### src/rtl/la_pkg.sv
`default_nettype none
// ============================================================================
// Module   : la_pkg
// Brief    : HUB command codes, status bit indices and readout FSM states.
// Revision : 1.0
// ============================================================================
package la_pkg;

  localparam logic [7:0] CMD_NOP                = 8'h00;
  localparam logic [7:0] CMD_ARM_CAPTURE        = 8'h01;
  localparam logic [7:0] CMD_ABORT_CAPTURE      = 8'h02;
  localparam logic [7:0] CMD_READ_STATUS        = 8'h03;
  localparam logic [7:0] CMD_READ_CAPTURE_COUNT = 8'h04;
  localparam logic [7:0] CMD_READ_TRACE_DATA    = 8'h05;
  localparam logic [7:0] CMD_READ_TRACE_REWIND  = 8'h06;
  localparam logic [7:0] CMD_READ_CHECKSUM      = 8'h07;

  localparam int STAT_BUSY       = 0;
  localparam int STAT_DATA_VALID = 1;
  localparam int STAT_LAST       = 2;
  localparam int STAT_EMPTY      = 3;
  localparam int STAT_OVERRUN    = 4;
  localparam int STAT_NOT_READY  = 5;

  typedef enum logic [2:0] {
    ST_IDLE       = 3'd0,
    ST_FETCH0     = 3'd1,
    ST_FETCH1     = 3'd2,
    ST_LATCH      = 3'd3,
    ST_LATCH_LAST = 3'd4
  } rd_state_e;

endpackage
`default_nettype wire

### src/rtl/trace_addr_gen.sv
`default_nettype none
// ============================================================================
// Module   : trace_addr_gen
// Brief    : Read pointer and remaining-packet counter for the circular
//            capture buffer; loads oldest-packet address on arm.
// Revision : 1.0
// ============================================================================
module trace_addr_gen
  import la_pkg::*;
#(
  parameter int ADDR_WIDTH = 12
) (
  input  logic                  clk,
  input  logic                  reset_n,
  input  logic                  arm,
  input  logic                  step,
  input  logic [ADDR_WIDTH-1:0] capture_end_addr,
  input  logic [31:0]           capture_count,
  output logic [ADDR_WIDTH-1:0] rd_ptr,
  output logic                  rem_zero,
  output logic                  rem_one,
  output logic                  load_zero
);

  localparam logic [ADDR_WIDTH:0]   c_rem_full = {1'b1, {ADDR_WIDTH{1'b0}}};
  localparam logic [ADDR_WIDTH:0]   c_rem_one  = {{ADDR_WIDTH{1'b0}}, 1'b1};
  localparam logic [ADDR_WIDTH-1:0] c_ptr_one  = {{(ADDR_WIDTH-1){1'b0}}, 1'b1};

  logic [ADDR_WIDTH:0]   r_remaining;
  logic [ADDR_WIDTH:0]   w_load_rem;
  logic [ADDR_WIDTH-1:0] r_rd_ptr;
  logic [ADDR_WIDTH-1:0] w_load_ptr;

  // Any count bit at or above ADDR_WIDTH means the buffer wrapped: clamp to depth.
  assign w_load_rem = (|capture_count[31:ADDR_WIDTH]) ? c_rem_full
                                                       : {1'b0, capture_count[ADDR_WIDTH-1:0]};
  assign w_load_ptr = capture_end_addr - w_load_rem[ADDR_WIDTH-1:0] + c_ptr_one;

  always_ff @(posedge clk or negedge reset_n) begin
    if (!reset_n) begin
      r_rd_ptr    <= '0;
      r_remaining <= '0;
    end else if (arm) begin
      r_rd_ptr    <= w_load_ptr;
      r_remaining <= w_load_rem;
    end else if (step) begin
      r_rd_ptr    <= r_rd_ptr + c_ptr_one;
      r_remaining <= r_remaining - c_rem_one;
    end
  end

  assign rd_ptr    = r_rd_ptr;
  assign rem_zero  = (r_remaining == '0);
  assign rem_one   = (r_remaining == c_rem_one);
  assign load_zero = (capture_count == 32'd0);

endmodule
`default_nettype wire

### src/rtl/trace_reader.sv
`default_nettype none
// ============================================================================
// Module   : trace_reader
// Brief    : Streams captured packets, oldest first, two per HUB command into
//            regOut0..7. Optional XOR checksum: TRACE_READER_CHECKSUM_EN.
// Revision : 1.0
// ============================================================================
module trace_reader
  import la_pkg::*;
#(
  parameter int SAMPLE_PACKET_WIDTH = 32,
  parameter int ADDR_WIDTH          = 12
) (
  input  logic                           clk,
  input  logic                           reset_n,
  input  logic [7:0]                     command,
  input  logic                           command_strobe,
  input  logic                           capture_done,
  input  logic [ADDR_WIDTH-1:0]          capture_end_addr,
  input  logic [31:0]                    capture_count,
  output logic                           mem_rd_en,
  output logic [ADDR_WIDTH-1:0]          mem_rd_addr,
  input  logic [SAMPLE_PACKET_WIDTH-1:0] mem_rd_data,
  output logic [7:0]                     regOut0,
  output logic [7:0]                     regOut1,
  output logic [7:0]                     regOut2,
  output logic [7:0]                     regOut3,
  output logic [7:0]                     regOut4,
  output logic [7:0]                     regOut5,
  output logic [7:0]                     regOut6,
  output logic [7:0]                     regOut7,
  output logic [7:0]                     status
);

  rd_state_e r_state;
  rd_state_e w_state_next;

  logic r_armed, r_data_valid, r_last, r_empty, r_overrun;
  logic [SAMPLE_PACKET_WIDTH-1:0] r_pkt0, r_pkt1;

  logic w_data_cmd, w_rewind_cmd, w_overrun_set, w_fetch, w_load_empty;
  logic w_arm, w_step, w_start, w_empty_hit;
  logic w_rem_zero, w_rem_one, w_load_zero;
  logic [ADDR_WIDTH-1:0] w_rd_ptr;

`ifdef TRACE_READER_CHECKSUM_EN
  logic [SAMPLE_PACKET_WIDTH-1:0] r_csum;
  logic w_csum_cmd, w_csum_rd;
  assign w_csum_cmd = command_strobe && (command == CMD_READ_CHECKSUM) && capture_done;
`endif

  assign w_data_cmd    = command_strobe && (command == CMD_READ_TRACE_DATA) && capture_done;
  assign w_rewind_cmd  = command_strobe && (command == CMD_READ_TRACE_REWIND) && capture_done;
  assign w_overrun_set = w_data_cmd && (r_state != ST_IDLE);
  assign w_fetch       = (r_state == ST_FETCH0) || (r_state == ST_FETCH1);
  // On the arming strobe the stored count is stale; use the value being loaded.
  assign w_load_empty  = r_armed ? w_rem_zero : w_load_zero;

  trace_addr_gen #(
    .ADDR_WIDTH(ADDR_WIDTH)
  ) u_addr_gen (
    .clk              (clk),
    .reset_n          (reset_n),
    .arm              (w_arm),
    .step             (w_step),
    .capture_end_addr (capture_end_addr),
    .capture_count    (capture_count),
    .rd_ptr           (w_rd_ptr),
    .rem_zero         (w_rem_zero),
    .rem_one          (w_rem_one),
    .load_zero        (w_load_zero)
  );

  always_ff @(posedge clk or negedge reset_n) begin
    if (!reset_n) r_state <= ST_IDLE;
    else          r_state <= w_state_next;
  end

  always_comb begin
    w_state_next = r_state;
    w_arm        = 1'b0;
    w_step       = 1'b0;
    w_start      = 1'b0;
    w_empty_hit  = 1'b0;
`ifdef TRACE_READER_CHECKSUM_EN
    w_csum_rd    = 1'b0;
`endif
    if (!capture_done) begin
      w_state_next = ST_IDLE;
    end else if (w_rewind_cmd) begin
      w_arm        = 1'b1;
      w_state_next = ST_IDLE;
    end else begin
      case (r_state)
        ST_IDLE: begin
          if (w_data_cmd) begin
            w_arm = !r_armed;
            if (w_load_empty) begin
              w_empty_hit = 1'b1;
            end else begin
              w_start      = 1'b1;
              w_state_next = ST_FETCH0;
            end
          end
`ifdef TRACE_READER_CHECKSUM_EN
          else if (w_csum_cmd) begin
            w_csum_rd = 1'b1;
          end
`endif
        end
        ST_FETCH0: begin
          w_step       = 1'b1;
          w_state_next = w_rem_one ? ST_LATCH_LAST : ST_FETCH1;
        end
        ST_FETCH1: begin
          w_step       = 1'b1;
          w_state_next = ST_LATCH;
        end
        default: w_state_next = ST_IDLE;
      endcase
    end
  end

  always_ff @(posedge clk or negedge reset_n) begin
    if (!reset_n) begin
      r_armed      <= 1'b0;
      r_data_valid <= 1'b0;
      r_last       <= 1'b0;
      r_empty      <= 1'b0;
      r_overrun    <= 1'b0;
      r_pkt0       <= '0;
      r_pkt1       <= '0;
    end else if (!capture_done) begin
      r_armed      <= 1'b0;
      r_data_valid <= 1'b0;
      r_last       <= 1'b0;
      r_empty      <= 1'b0;
    end else if (w_rewind_cmd) begin
      r_armed      <= 1'b1;
      r_data_valid <= 1'b0;
      r_last       <= 1'b0;
      r_empty      <= 1'b0;
      r_overrun    <= 1'b0;
    end else begin
      if (w_arm)         r_armed      <= 1'b1;
      if (w_overrun_set) r_overrun    <= 1'b1;
      if (w_start)       r_data_valid <= 1'b0;
      if (w_empty_hit) begin
        r_pkt0       <= '0;
        r_pkt1       <= '0;
        r_empty      <= 1'b1;
        r_data_valid <= 1'b1;
      end
`ifdef TRACE_READER_CHECKSUM_EN
      if (w_csum_rd) begin
        r_pkt0       <= r_csum;
        r_pkt1       <= '0;
        r_data_valid <= 1'b1;
      end
`endif
      case (r_state)
        ST_FETCH1: r_pkt0 <= mem_rd_data;
        ST_LATCH: begin
          r_pkt1       <= mem_rd_data;
          r_data_valid <= 1'b1;
          r_last       <= w_rem_zero;
        end
        ST_LATCH_LAST: begin
          r_pkt0       <= mem_rd_data;
          r_pkt1       <= '0;
          r_data_valid <= 1'b1;
          r_last       <= 1'b1;
        end
        default: ;
      endcase
    end
  end

`ifdef TRACE_READER_CHECKSUM_EN
  always_ff @(posedge clk or negedge reset_n) begin
    if (!reset_n) begin
      r_csum <= '0;
    end else if (w_arm) begin
      r_csum <= '0;
    end else if (capture_done && !w_rewind_cmd &&
                 ((r_state == ST_FETCH1) || (r_state == ST_LATCH) || (r_state == ST_LATCH_LAST))) begin
      r_csum <= r_csum ^ mem_rd_data;
    end
  end
`endif

  assign mem_rd_en   = w_fetch;
  assign mem_rd_addr = w_fetch ? w_rd_ptr : '0;

  assign {regOut3, regOut2, regOut1, regOut0} = r_pkt0;
  assign {regOut7, regOut6, regOut5, regOut4} = r_pkt1;

  always_comb begin
    status                  = 8'h00;
    status[STAT_BUSY]       = (r_state != ST_IDLE);
    status[STAT_DATA_VALID] = r_data_valid;
    status[STAT_LAST]       = r_last;
    status[STAT_EMPTY]      = r_empty;
    status[STAT_OVERRUN]    = r_overrun;
    status[STAT_NOT_READY]  = ~capture_done;
  end

endmodule
`default_nettype wire

### config.mk
export PLATFORM = sky130hd
export DESIGN_NAME = trace_reader
export DESIGN_NICKNAME = d
export VERILOG_FILES = /design/src/rtl/la_pkg.sv /design/src/rtl/trace_addr_gen.sv /design/src/rtl/trace_reader.sv
export SDC_FILE = /design/constraint.sdc
export NUM_CORES = 1
export LEC_CHECK = 0
export CAP_MARGIN = 10
export CORE_MARGIN = 4
export CORE_UTILIZATION = 35
export CTS_CLUSTER_SIZE = 28
export DETAILED_ROUTE_END_ITERATION = 12
export GPL_TIMING_DRIVEN = 0
export HOLD_SLACK_MARGIN = 0.1
export PLACE_DENSITY = 0.69
export SYNTH_ARGS = -nofsm -noshare
export SYNTH_HDL_FRONTEND = slang
export SYNTH_SLANG_ARGS = --single-unit
### constraint.sdc
create_clock -name clk -period 3.6 [get_ports clk]
set_clock_uncertainty 0.2 [all_clocks]
set_input_delay 0.54 -clock clk [delete_from_list [all_inputs] [get_ports clk]]
set_output_delay 0.54 -clock clk [all_outputs]
set_load 0.05 [all_outputs]
==> impl_results.md <==
- Top-Level Pins: 173
- H-Tree Depth: 3
- Syn. warnings: 0
- Crit. End Element: flop
- Clock transition at path regs: 0.06 ns
- Largest net degree at the start of global routing: 73
- Clock Tree Root: clkbuf_16
- RSZ-0062 raised after global routing: false
- Initial antenna violation count: 0
- Leak pwr: 0.00338 uW
- Worst-path fanout max: 2
- Dpl ws: -0.755 ns
- Die area: 17000 sq um
- Worst hold slack: 0.286 ns
- Crit path kind: in2reg
- Post-synth EDFFs: 0
- Cells after DPL: 917
- Core Rows: 44
- Die X: 130 microns
- VDD IR max: 0.000264 V
- Final setup vio count: 0
- Share of cells above drive strength 1: 8.47%
- Gpl congestion: 0.845
- First-pass GRT wire length: 24800 microns
- Outcome: finished clean
- Fin. max-slew vios: 0
- Post-route cell area: 7680 sq um
- Tcrit/Tclk final: 96.8%
- Net count, final: 866
- # port buffers: 170
- PD cells: 428 nW/um^2
- Die Span Y: 130 microns
- Cell type with the largest total area after synthesis: dfrtp_1
- CP Launch Type: input port
- Final wirelength: 15700 microns
- CTS Buf Count: 9
- Initial Utilization: 35.8%
- Synth top area cells: dfrtp_1 (46%), nand2_1 (8.4%), ha_1 (6.0%), o21ai_0 (4.9%), a22o_1 (3.2%)
- CP required: 3.60 ns
- Area of the mapped netlist: 5230 sq um
- DR DRC count: 0
- Vias: 4938
- CP arrival: 3.49 ns
- Clock Tree Buf Depth: 2
- Worst-margin pin slew: 0.782 ns
- TritonCTS clock tree: done
- Max Fclk: 287 MHz
- Initial DRT Pass Iterations: 5
- Wire per inst: 16.7 microns
- Asr flop ratio synth: 100%
- Top cell type's share of synthesized area: 46.4%
- Worst Hold Class: reg2reg
- Predominant post-synthesis flop cell: dfrtp_1
- N_diodes: 0
- Commonest non-fill, non-tap cells in the layout: clkdlybuf4s50_1 (162), nand2_1 (116), dfrtp_1 (97), o21ai_0 (50), inv_1 (23)
- Worst slew margin: 47.4%
- Grt total ovfl: 0
- Max-cap viol count: 0
- #FFs+latches synth: 97
- Syn Area/Cell: 9.32 sq um
- Worst skew pair latency: 0.34 ns
- Clock tree sinks: 97
- Layout area overhead: 46.9%
- Commonest non-fill, non-tap cell in the layout: clkdlybuf4s50_1
- Post-route setup slack: 0.116 ns
- Via density: 5.25
- Vias in the first global route: 4976
- GRT Util Overall: 18.4%
- Library cells used by synthesis: 56
- Non-Filler Instances: 940
- Fin crit period: 3.48 ns
- Starting DRC count in detailed routing: 311
- DP HPWL: 12100 microns
- Total Neg Setup Slack: 0 ns
- Core outline area: 14600 sq um
- Fin. Hold Viols: 0
- ANT nets after route: 0
- Cells after Synth: 561
- Register area share after synthesis: 46.4%
- Post-Place Cell Area: 7210 sq um
-- flip-flops by register name (all words and copies together) (netlist names) --
register	flops
r_data_valid	1
r_armed	1
r_last	1
u_addr_gen.r_remaining	13
r_state	3
r_pkt0	32
r_pkt1	32
r_empty	1
u_addr_gen.rd_ptr	12
r_overrun	1
-- path summary, 6_finish.rpt --
check                      cells after the start  slack [ns]                                  start                           endpoint
max in group asynchronous                      3        2.06                                reset_n   u_addr_gen.rd_ptr[9]$_DFFE_PN0P_
hold reg to reg                                1        0.29                    r_empty$_DFFE_PN0P_                r_empty$_DFFE_PN0P_
setup reg to reg                               6        0.55  u_addr_gen.r_remaining[5]$_DFFE_PN0P_             r_pkt0[10]$_DFFE_PN0P_
hold / removal                                 1        0.29                    r_empty$_DFFE_PN0P_                r_empty$_DFFE_PN0P_
min in group asynchronous                      2        0.46                                reset_n             r_pkt1[27]$_DFFE_PN0P_
setup / recovery                              16        0.12                      capture_count[28]  u_addr_gen.rd_ptr[11]$_DFFE_PN0P_
-- final cells by class --
class | instances | area, sq um
sequential | 97 | 2430
buffer | 32 | 181
multi-input combinational | 406 | 2640
timing repair buffer | 180 | 1820
inverter | 26 | 97.6
tap | 184 | 230
clock inverter | 4 | 53.8
clock buffer | 11 | 233
fill | 1301 | 6910
-- cell families (layout without fill, tap and decap cells) --
family,after synthesis,count (layout),synth area share [%]
AO/OA/AOI/OAI,119,119,14.9
XOR/XNOR,21,21,3.78
flip-flops,97,97,46.4
other,1,2,0.0717
adder cells (fa/ha/maj),26,26,6.37
AND/OR/NAND/NOR,224,224,20.6
multiplexers,14,14,2.68
buffers and inverters,59,253,5.19
-- what timing repair did --
action | in CTS | in global routing
resized for setup | 19 | 13
setup endpoints to repair | 7 | 5
hold buffers | 1 | 0
buffers inserted | 4 | 3
pin swaps | 9 | 10
gates cloned | 0 | 1
hold endpoints to repair | 25 | 0
-- layer usage --
| metal | GRT usage [%] | up-vias | share of wire [%] |
|---|---|---|---|
| met5 | 0 | - | 0 |
| met4 | 6.60 | 0 | 1.9 |
| met3 | 2.91 | 22 | 7.4 |
| met2 | 30.5 | 216 | 47 |
| met1 | 24.3 | 2363 | 44 |
| li1 | - | 2337 | - |
-- report_power, final --
group / total (uW) / internal (uW) / switching [uW]
Combinational: 1020 / 401 / 620
Clock: 931 / 538 / 394
Sequential: 1340 / 1230 / 105
-- synth_stat cells, types with 5 or more instances --
library cell,instances
nand2_1,117
o211ai_1,6
buf_4,6
nor2_1,17
nand3_1,16
ha_1,25
xnor2_1,16
a21oi_1,9
nor4_1,8
dfrtp_1,97
o21ai_0,51
clkbuf_1,20
and3_1,20
nand4_1,5
nand2b_1,6
o21ai_1,6
mux2i_1,14
nor3_1,7
or4_1,5
or3_1,5
inv_1,26
a22o_1,19
-- through the flow --
stage          util (%)  total power (uW)
3_3_place_gp       49.3              2340
3_5_place_dp       49.4              2360
4_1_cts            52.1              3320
5_1_grt            52.7              3450
6_report           52.7              3290
2_1_floorplan         -              1940
-- worst max-delay path: stages --
cell	delay (ns)
clkdlybuf4s50_1	0.40
or4_4	0.43
nor2_4	0.11
buf_6	0.10
and3_4	0.20
ha_4	0.20
inv_2	0.06
ha_4	0.12
inv_2	0.03
fa_2	0.33
nand2b_4	0.17
a21oi_4	0.18
o2111ai_2	0.14
and4b_1	0.20
xnor3_1	0.20
mux2i_1	0.07
Note: power is estimated with default switching activity, not from simulation.
